<file path="src/rtl/serdes_pkg.sv">
// Shared serdes definitions: framer states, default sync marker and word width.
// Word width grows to 9 bits (8 data + even parity) when DES_PARITY_EN is defined.
package serdes_pkg;

  typedef enum logic [1:0] {
    ST_HUNT   = 2'd0,
    ST_VERIFY = 2'd1,
    ST_LOCKED = 2'd2
  } des_state_e;

  localparam logic [7:0] SYNC_WORD_DEFAULT = 8'hA5;

`ifdef DES_PARITY_EN
  localparam int WORD_BITS = 9;
`else
  localparam int WORD_BITS = 8;
`endif

  // Even parity: the transmitted parity bit makes the total count of ones even.
  function automatic logic even_parity(input logic [7:0] d);
    return ^d;
  endfunction

endpackage

</file>
<file path="src/rtl/des_shift_in.sv">
// Serial-in shift register and bit counter for the deserializer framer.
// Word boundary flags the cycle in which sr holds a complete word.
module des_shift_in
  import serdes_pkg::*;
(
  input  logic                 clk,
  input  logic                 nreset,
  input  logic                 ser_in,
  input  logic                 align,
  output logic [WORD_BITS-1:0] sr,
  output logic                 boundary
);

  localparam logic [3:0] BCNT_MAX = 4'(WORD_BITS - 1);

  logic [WORD_BITS-1:0] sr_r;
  logic [3:0]           bcnt_r;

  // Shift MSB-first data in; align restarts counting at the first bit after a sync hit.
  always_ff @(posedge clk or negedge nreset) begin
    if (!nreset) begin
      sr_r   <= '0;
      bcnt_r <= 4'd0;
    end else begin
      sr_r <= {sr_r[WORD_BITS-2:0], ser_in};
      if (align) begin
        bcnt_r <= 4'd0;
      end else if (bcnt_r == BCNT_MAX) begin
        bcnt_r <= 4'd0;
      end else begin
        bcnt_r <= bcnt_r + 4'd1;
      end
    end
  end

  assign sr       = sr_r;
  assign boundary = (bcnt_r == BCNT_MAX);

endmodule

</file>
<file path="src/rtl/des_frame_sync.sv">
// Deserializer frame synchroniser: hunt/verify/locked alignment on a periodic sync word.
// Optional even parity per word when DES_PARITY_EN is defined; otherwise parity_err stays 0.
module des_frame_sync
  import serdes_pkg::*;
#(
  parameter logic [7:0] SYNC_WORD    = SYNC_WORD_DEFAULT,
  parameter int         FRAME_WORDS  = 4,
  parameter int         SYNC_CONFIRM = 2,
  parameter int         SYNC_LOSS    = 3
) (
  input  logic       clk,
  input  logic       nreset,
  input  logic       ser_in,
  output logic [7:0] data_out,
  output logic       data_valid,
  output logic       locked,
  output logic       parity_err
);

  localparam logic [7:0] WCNT_MAX = 8'(FRAME_WORDS);
  localparam logic [3:0] CONF_LIM = 4'(SYNC_CONFIRM);
  localparam logic [3:0] LOSS_LIM = 4'(SYNC_LOSS);

  des_state_e           state_r;
  logic [7:0]           wcnt_r;
  logic [3:0]           cnt_r;
  logic [7:0]           data_out_r;
  logic                 data_valid_r;
  logic                 locked_r;
  logic                 parity_err_r;

  logic [WORD_BITS-1:0] sr_s;
  logic                 boundary_s;
  logic                 align_s;
  logic [7:0]           data_s;
  logic                 par_ok_s;
  logic                 sync_hit_s;
  logic [7:0]           wcnt_nxt_s;
  logic [3:0]           cnt_inc_s;

  des_shift_in u_shift_in (
    .clk      (clk),
    .nreset   (nreset),
    .ser_in   (ser_in),
    .align    (align_s),
    .sr       (sr_s),
    .boundary (boundary_s)
  );

  // Sync detection and slot bookkeeping derived from the current shift register contents.
  always_comb begin
    data_s = sr_s[WORD_BITS-1 -: 8];
`ifdef DES_PARITY_EN
    par_ok_s = (even_parity(data_s) == sr_s[0]);
`else
    par_ok_s = 1'b1;
`endif
    sync_hit_s = (data_s == SYNC_WORD) && par_ok_s;
    align_s    = (state_r == ST_HUNT) && sync_hit_s;
    if (wcnt_r >= WCNT_MAX) begin
      wcnt_nxt_s = 8'd0;
    end else begin
      wcnt_nxt_s = wcnt_r + 8'd1;
    end
    cnt_inc_s = cnt_r + 4'd1;
  end

  // Lock FSM with registered outputs; locked follows the state register edge for edge.
  always_ff @(posedge clk or negedge nreset) begin
    if (!nreset) begin
      state_r      <= ST_HUNT;
      wcnt_r       <= 8'd0;
      cnt_r        <= 4'd0;
      data_out_r   <= 8'd0;
      data_valid_r <= 1'b0;
      locked_r     <= 1'b0;
      parity_err_r <= 1'b0;
    end else begin
      data_valid_r <= 1'b0;
      parity_err_r <= 1'b0;
      case (state_r)
        ST_HUNT: begin
          if (sync_hit_s) begin
            wcnt_r <= 8'd1;
            if (CONF_LIM <= 4'd1) begin
              state_r  <= ST_LOCKED;
              locked_r <= 1'b1;
              cnt_r    <= 4'd0;
            end else begin
              state_r <= ST_VERIFY;
              cnt_r   <= 4'd1;
            end
          end
        end
        ST_VERIFY: begin
          if (boundary_s) begin
            wcnt_r <= wcnt_nxt_s;
            if (wcnt_r == 8'd0) begin
              if (sync_hit_s && (cnt_inc_s >= CONF_LIM)) begin
                state_r  <= ST_LOCKED;
                locked_r <= 1'b1;
                cnt_r    <= 4'd0;
              end else if (sync_hit_s) begin
                cnt_r <= cnt_inc_s;
              end else begin
                state_r <= ST_HUNT;
                cnt_r   <= 4'd0;
              end
            end
          end
        end
        ST_LOCKED: begin
          if (boundary_s) begin
            wcnt_r <= wcnt_nxt_s;
            // Slot position alone decides data vs sync, so a data word equal to the marker is delivered.
            if (wcnt_r != 8'd0) begin
              data_out_r   <= data_s;
              data_valid_r <= 1'b1;
              parity_err_r <= ~par_ok_s;
            end else if (sync_hit_s) begin
              cnt_r <= 4'd0;
            end else if (cnt_inc_s >= LOSS_LIM) begin
              state_r  <= ST_HUNT;
              locked_r <= 1'b0;
              cnt_r    <= 4'd0;
            end else begin
              cnt_r <= cnt_inc_s;
            end
          end
        end
        default: begin
          state_r  <= ST_HUNT;
          locked_r <= 1'b0;
          cnt_r    <= 4'd0;
        end
      endcase
    end
  end

  assign data_out   = data_out_r;
  assign data_valid = data_valid_r;
  assign locked     = locked_r;
  assign parity_err = parity_err_r;

endmodule
</file>
<file path="config.mk">
export PLATFORM = sky130hd
export DESIGN_NAME = des_frame_sync
export DESIGN_NICKNAME = d
export VERILOG_FILES = /design/src/rtl/serdes_pkg.sv /design/src/rtl/des_shift_in.sv /design/src/rtl/des_frame_sync.sv
export SDC_FILE = /design/constraint.sdc
export NUM_CORES = 1
export LEC_CHECK = 0
export CORE_ASPECT_RATIO = 0.75
export CORE_MARGIN = 3
export CORE_UTILIZATION = 25
export DETAILED_ROUTE_END_ITERATION = 10
export GPL_TIMING_DRIVEN = 0
export SLEW_MARGIN = 40
export SYNTH_ARGS = -nofsm -noshare
export SYNTH_HDL_FRONTEND = slang
export SYNTH_SLANG_ARGS = --single-unit
</file>
<file path="constraint.sdc">
create_clock -name clk -period 2.7 [get_ports clk]
set_input_delay 0.405 -clock clk [delete_from_list [all_inputs] [get_ports clk]]
set_output_delay 0.405 -clock clk [all_outputs]
set_load 0.02 [all_outputs]
</file>
==> results.ini, run 1 <==
[run_status]
status=finished clean

[logic_synthesis]
synth_seq_cells=36
synth_edf_count=0
syn-cell-area_sq_um=1669
syn_avg_cell_area_sq_um=11.84
synthArstFlopShare=1.000
syn_inst=141
dominantRegCellSynth=dfrtp_1
ys_types=38
ys_seq_area_frac=0.5397
synthesis.nets=154
ys_warn_count=0

[clock_network]
root_buffer=clkbuf_8
cts.sinks=36
cts_tree=yes
cts.path.max_buffers=2
cts_resized=0
h-tree-depth=2
clkTransAtPathRegs_ns=0.07
numCtsBuffers=5
clk_latency_ns=0.28
cts_hold_buf=0
post-cts-setup-buffers=0

[route]
wl_um=2825
drtPass1Iterations=5
post_drt_via_cell_ratio=4.554
vias=1102
drt_iter0_markers=48
ant_nets=0
drc=0
post_drt_wl_per_cell_um=11.67

[hold_path]
min_path_type=input port to asynchronous set/reset pin

[setup_path]
worst_setup_path_end_kind=flop
path_common_cell=inv_1
crit_chain=inv_1 > ha_1 > inv_1 > a21oi_1 > nor2_2 > and3_1 > a41oi_1 > nor2_1
cp-start-kind=flop
r2r_cells=8
worstSetupPathType=flop to flop
crit_path_end=wcnt_r[7]$_DFFE_PN0P_
crit_fanout=10
cpPeakStageDelay_ns=0.41
cp.arrival_ns=2.26
timing.rr.start=state_r[1]$_DFFE_PN0P_
path_delay_family=compound AO/OA/AOI/OAI gates
critPathLaunch=state_r[1]$_DFFE_PN0P_
critical_path_required_ns=2.85
path_buf_inv=2
rr_endpoint=wcnt_r[7]$_DFFE_PN0P_
cpMaxStageDelayCell=dfrtp_1
cp.depth=8
rrSetupSlack_ns=0.60

[global_route]
grt_pass1_wl_um=5037
grt_max_degree=37
groute.usage.overall=0.08243
antenna_found_initial=0
first_global_vias=1033
overflow=0

[final_layout]
n_antenna_cell=0
fillers=667
postLayoutCellArea_sq_um=1996
final_cell_mix=36 x dfrtp_1, 12 x nor2_1, 11 x clkdlybuf4s50_1, 10 x ha_1, 9 x inv_1
final_common_cell=dfrtp_1
nets=173
drive_above_1_share=0.1739
syn2layout_area_growth_pct=19.56

[place]
place_area_sq_um=1888
hpwl_um=2057
dpl_worst_slack_ns=0.6231
gp_congestion=0.7138
port_buffers=12

[sta]
setup_viol=0
setup_ws_ns=0.5951
period_needed_ns=2.105
rsz0062_at_grt=false
fin_worst_skew_ns=0.007410
max_slew.worst_pin.slew_ns=0.5574
timing.fmax_ghz=0.4751
slew_viol_final=0
whs_ns=0.06115
fin_crit_sh=0.7796
fin_setup_tns_ns=0
maxSlewHeadroom=0.6262
final-hold-violation-count=0

[power_and_ir_drop]
power_per_cell_area_nw_per_um2=669.4
leakage_nw=0.8870
peakVddDrop_mv=0.2086

[job]
cap_violations=0

[floorplanning]
core_sq_um=6381
dieArea_sq_um=7703
pin_count=14
die_y_um=76.76
die_w_um=100.4
initial_core_util=0.2616
core.rowCount=25

area by class of cell:
type	count	area, sq um	share of cell area
plain buffers	1	7.507	0.003762
clock buffers	6	72.57	0.03636
clock inverters	2	35.03	0.01755
inverters	9	33.78	0.01693
multi-input cells	95	726.9	0.3643
flip-flops and latches	36	900.9	0.4514
well taps	81	101.3	0.05078
repair buffers	12	117.6	0.05893
power breakdown:
group / switching [W] / leakage [nW] / internal (W)
clock: 0.000186 / 0.0552 / 0.000274
combinational: 0.000132 / 0.364 / 0.000104
sequential: 0.0000480 / 0.468 / 0.000592
logic make-up (layout without fill, tap and decap cells):
group | count (synthesis) | count (layout) | synth area share
buffers and inverters | 10 | 30 | 0.02474
flip-flops | 36 | 36 | 0.5397
XOR/XNOR | 1 | 1 | 0.005248
multiplexers | 10 | 10 | 0.06597
other | 1 | 1 | 0.002247
AO/OA/AOI/OAI | 25 | 25 | 0.1177
adder cells (fa/ha/maj) | 10 | 10 | 0.07496
AND/OR/NAND/NOR | 48 | 48 | 0.1694
flip-flops by register name, summed over array words and instances (netlist names):
| name | flops |
|---|---|
| u_shift_in.sr | 8 |
| locked | 1 |
| wcnt_r | 8 |
| cnt_r | 4 |
| u_shift_in.bcnt_r | 4 |
| state_r | 2 |
| data_valid | 1 |
| data_out | 8 |
through the flow:
stage                     instances    util  total power (W)
after CTS                       242  0.3127         0.001359
after global placement          234  0.2963        0.0008808
after global routing            242  0.3127         0.001425
after detailed placement        234  0.2959        0.0008878
final                           242  0.3127         0.001336
after floorplan                 141       -        0.0008263
worst min path at each step:
stage / depth (start not counted) / start / to
after floorplan: 0 / nreset / cnt_r[0]$_DFFE_PN0P_
after global placement: 0 / u_shift_in.sr[5]$_DFF_PN0_ / u_shift_in.sr[6]$_DFF_PN0_
after detailed placement: 0 / u_shift_in.sr[1]$_DFF_PN0_ / u_shift_in.sr[2]$_DFF_PN0_
after CTS: 1 / nreset / wcnt_r[3]$_DFFE_PN0P_
after global routing: 1 / nreset / wcnt_r[3]$_DFFE_PN0P_
final: 1 / nreset / locked$_DFFE_PN0P_
cells in the mapped netlist, types with 4 or more instances:
cell type  number  area share
dfrtp_1        36        0.54
nor2_1         12       0.027
ha_1           10       0.075
inv_1           9       0.020
mux2_2          8       0.054
nand2_1         7       0.016
a21oi_1         5       0.015
nand3_1         5       0.015
and2_1          4       0.015
nor2b_1         4       0.015
o21ai_0         4       0.012
per-layer routing:
| layer | global-route usage | vias up | routed length [um] |
|---|---|---|---|
| li1 | - | 545 | - |
| met1 | 0.1279 | 540 | 1518 |
| met2 | 0.09987 | 15 | 1160 |
| met3 | 0.03545 | 2 | 127 |
| met4 | 0.02423 | 0 | 18 |
| met5 | 0 | - | 0 |
No activity file was read; power rests on OpenSTA's default activity.
==> inputs of run 2 (changes only) <==
==> constraint.sdc (replaced) <==
create_clock -name clk -period 1.9 [get_ports clk]
set_input_delay 0.285 -clock clk [delete_from_list [all_inputs] [get_ports clk]]
set_output_delay 0.285 -clock clk [all_outputs]
set_load 0.02 [all_outputs]
==> run 2 against run 1 <==
Effect of this change:
- global-route usage barely moved
- worst setup slack got worse by 0.53 ns
- die area did not move
- cell count rose by 2.5%
- sequential share of layout area fell by 2.2 points
- fmax rose by 15%
- highest routed layer unchanged
- largest cell class unchanged
- critical endpoint is now state_r[1]$_DFFE_PN0P_
- sequential power rose by 43%
- power rose by 46%
- clock-buffer cell count did not move
==> results.ini, run 2 (synthesis results as in run 1) <==
[run_status]
status=finished clean  ; unchanged

[power_and_ir_drop]
comb_power_share=0.196  ; was 0.176
power_w=0.001951  ; was 0.001336 W
switching_power_w=0.0005466  ; was 0.0003663 W
p_sw_frac=0.2802  ; was 0.2742
leakage_nw=0.9199  ; was 0.8870 nW
power_per_cell_area_nw_per_um2=928.0  ; was 669.4 nW/um^2
p_clk_frac=0.336  ; was 0.345
seqPwrFrac=0.468  ; was 0.479
internal-power_w=0.001404  ; was 0.0009696 W
peakVddDrop_mv=0.3274  ; was 0.2086 mV

[place]
port_buffers=12  ; unchanged
hpwl_um=2057  ; unchanged
gp_congestion=0.7138  ; unchanged

[final_layout]
drive_above_1_share=0.2395  ; was 0.1739
nets=179  ; was 173
final_common_cell=dfrtp_1  ; unchanged
syn2layout_area_growth_pct=25.94  ; was 19.56%
n_antenna_cell=0  ; unchanged
final_cell_mix=35 x dfrtp_1, 12 x nor2_1, 11 x clkdlybuf4s50_1, 9 x inv_1, 9 x ha_1  ; was 36 x dfrtp_1, 12 x nor2_1, 11 x clkdlybuf4s50_1, 10 x ha_1, 9 x inv_1

[route]
vias=1110  ; was 1,102
drt_iter0_markers=38  ; was 48
post_drt_via_cell_ratio=4.476  ; was 4.554
wl_um=3027  ; was 2825 um
ant_nets=0  ; unchanged
post_drt_wl_per_cell_um=12.21  ; was 11.67 um
drc=0  ; unchanged
drtPass1Iterations=4  ; was 5

[setup_path]
worstSetupPathType=flop to flop  ; unchanged
cp.arrival_ns=2.05  ; was 2.26 ns
worst_setup_path_end_kind=flop  ; unchanged
cp-start-kind=flop  ; unchanged
crit_fanout=4  ; was 10
critical_path_required_ns=2.11  ; was 2.85 ns

[sta]
final-hold-violation-count=0  ; unchanged
fin_worst_skew_ns=0.008335  ; was 0.007410 ns
fin_crit_sh=0.9672  ; was 0.7796
rsz0062_at_grt=true  ; was false
max_slew.worst_pin.slew_ns=0.5596  ; was 0.5574 ns
setup_viol=0  ; unchanged
period_needed_ns=1.838  ; was 2.105 ns
maxSlewHeadroom=0.6247  ; was 0.6262
slew_viol_final=0  ; unchanged
fin_setup_tns_ns=0  ; unchanged
timing.fmax_ghz=0.5442  ; was 0.4751 GHz

[hold_path]
min_path_type=flop to flop  ; was input port to asynchronous set/reset pin

[clock_network]
cts.sinks=36  ; unchanged
h-tree-depth=2  ; unchanged
cts_tree=yes  ; unchanged
root_buffer=clkbuf_8  ; unchanged
cts.path.max_buffers=2  ; unchanged
clkTransAtPathRegs_ns=0.07  ; about the same
numCtsBuffers=5  ; unchanged
clk_latency_ns=0.28  ; about the same

[job]
cap_violations=0  ; unchanged

[global_route]
grt_pass1_wl_um=5037  ; unchanged
overflow=0  ; unchanged
grt_max_degree=37  ; unchanged
groute.usage.overall=0.08262  ; was 0.08243
antenna_found_initial=0  ; unchanged
first_global_vias=1047  ; was 1,033

[floorplanning]
die_y_um=76.76  ; unchanged
core_sq_um=6381  ; unchanged
core.rowCount=25  ; unchanged
initial_core_util=0.2616  ; unchanged
die_w_um=100.4  ; unchanged
pin_count=14  ; unchanged
dieArea_sq_um=7703  ; unchanged

## run 2: changes by cell type in the layout (fill, tap and decap cells not counted), sizes merged
| cell | change |
|---|---|
| dlygate4sd3 | +1 |
| buf | +4 |
| a21oi | +1 |
## run 2: final timing paths
check	from	to	slack (ns)	cells past startpoint
min reg2reg	u_shift_in.sr[1]$_DFF_PN0_	u_shift_in.sr[2]$_DFF_PN0_	0.39	0
min in group asynchronous	nreset	locked$_DFFE_PN0P_	0.48	2
min	u_shift_in.sr[1]$_DFF_PN0_	u_shift_in.sr[2]$_DFF_PN0_	0.39	0
max in group asynchronous	nreset	cnt_r[0]$_DFFE_PN0P_	1.09	2
max reg2reg	wcnt_r[3]$_DFFE_PN0P_	state_r[1]$_DFFE_PN0P_	0.06	6
max	wcnt_r[3]$_DFFE_PN0P_	state_r[1]$_DFFE_PN0P_	0.06	6
## run 2: area by class of cell
cell class,instances,area [sq um]
sequential,36,902.1
multi-input combinational,96,792.0
clock inverter,2,35.03
fill,663,4279
tap,81,101.3
clock buffer,6,72.57
buffer,1,7.507
inverter,9,33.78
timing repair buffer,17,157.7
## run 2: timing repair
action | in CTS | in global routing
setup endpoints to repair | 8 | 13
setup buffers | 3 | 1
gates cloned | 0 | 1
endpoints found under the hold margin | 36 | 0
resized for setup | 2 | 10
pin swaps | 2 | 1
hold buffers | 1 | 0
## run 2: power groups by stage
stage / Combinational, W / Sequential [W] / Clock (W)
2_1_floorplan: 0.000268 / 0.000906 / 0
3_3_place_gp: 0.000331 / 0.000920 / 0
3_5_place_dp: 0.000339 / 0.000923 / 0
4_1_cts: 0.000347 / 0.000909 / 0.000680
5_1_grt: 0.000439 / 0.000925 / 0.000711
6_report: 0.000382 / 0.000912 / 0.000656
## run 2: stage by stage
| stage | cells | setup WS (ns) | util | hold WS [ns] | cell area (sq um) |
|---|---|---|---|---|---|
| final | 248 | 0.06231 | 0.3294 | 0.3908 | 2102 |
| after global routing | 248 | -0.05452 | 0.3294 | 0.4075 | 2102 |
| after CTS | 246 | -0.02249 | 0.3188 | 0.3905 | 2034 |
| after detailed placement | 234 | -0.1769 | 0.2959 | 0.2720 | 1888 |
| after global placement | 234 | -0.3384 | 0.2963 | 0.3750 | 1891 |
| after floorplan | 141 | 0.08677 | - | -0.01059 | 1669 |
## run 2: worst max-delay path, cell delays in order (launching register included)
cell and delay (ns):
dfrtp_1 0.39, or4_4 0.55, nor3_4 0.20, a31o_4 0.21, o21ai_4 0.08, nor3_4 0.15, mux2i_1 0.20
## run 2: routing by layer
| metal | vias to the layer above | share of wire | wire (um) | track usage |
|---|---|---|---|---|
| met5 | - | 0 | 0 | 0 |
| met4 | 0 | 0.0063 | 19 | 0.02423 |
| met3 | 2 | 0.049 | 147 | 0.03545 |
| met2 | 20 | 0.42 | 1258 | 0.1019 |
| met1 | 540 | 0.53 | 1602 | 0.1268 |
| li1 | 548 | - | - | - |
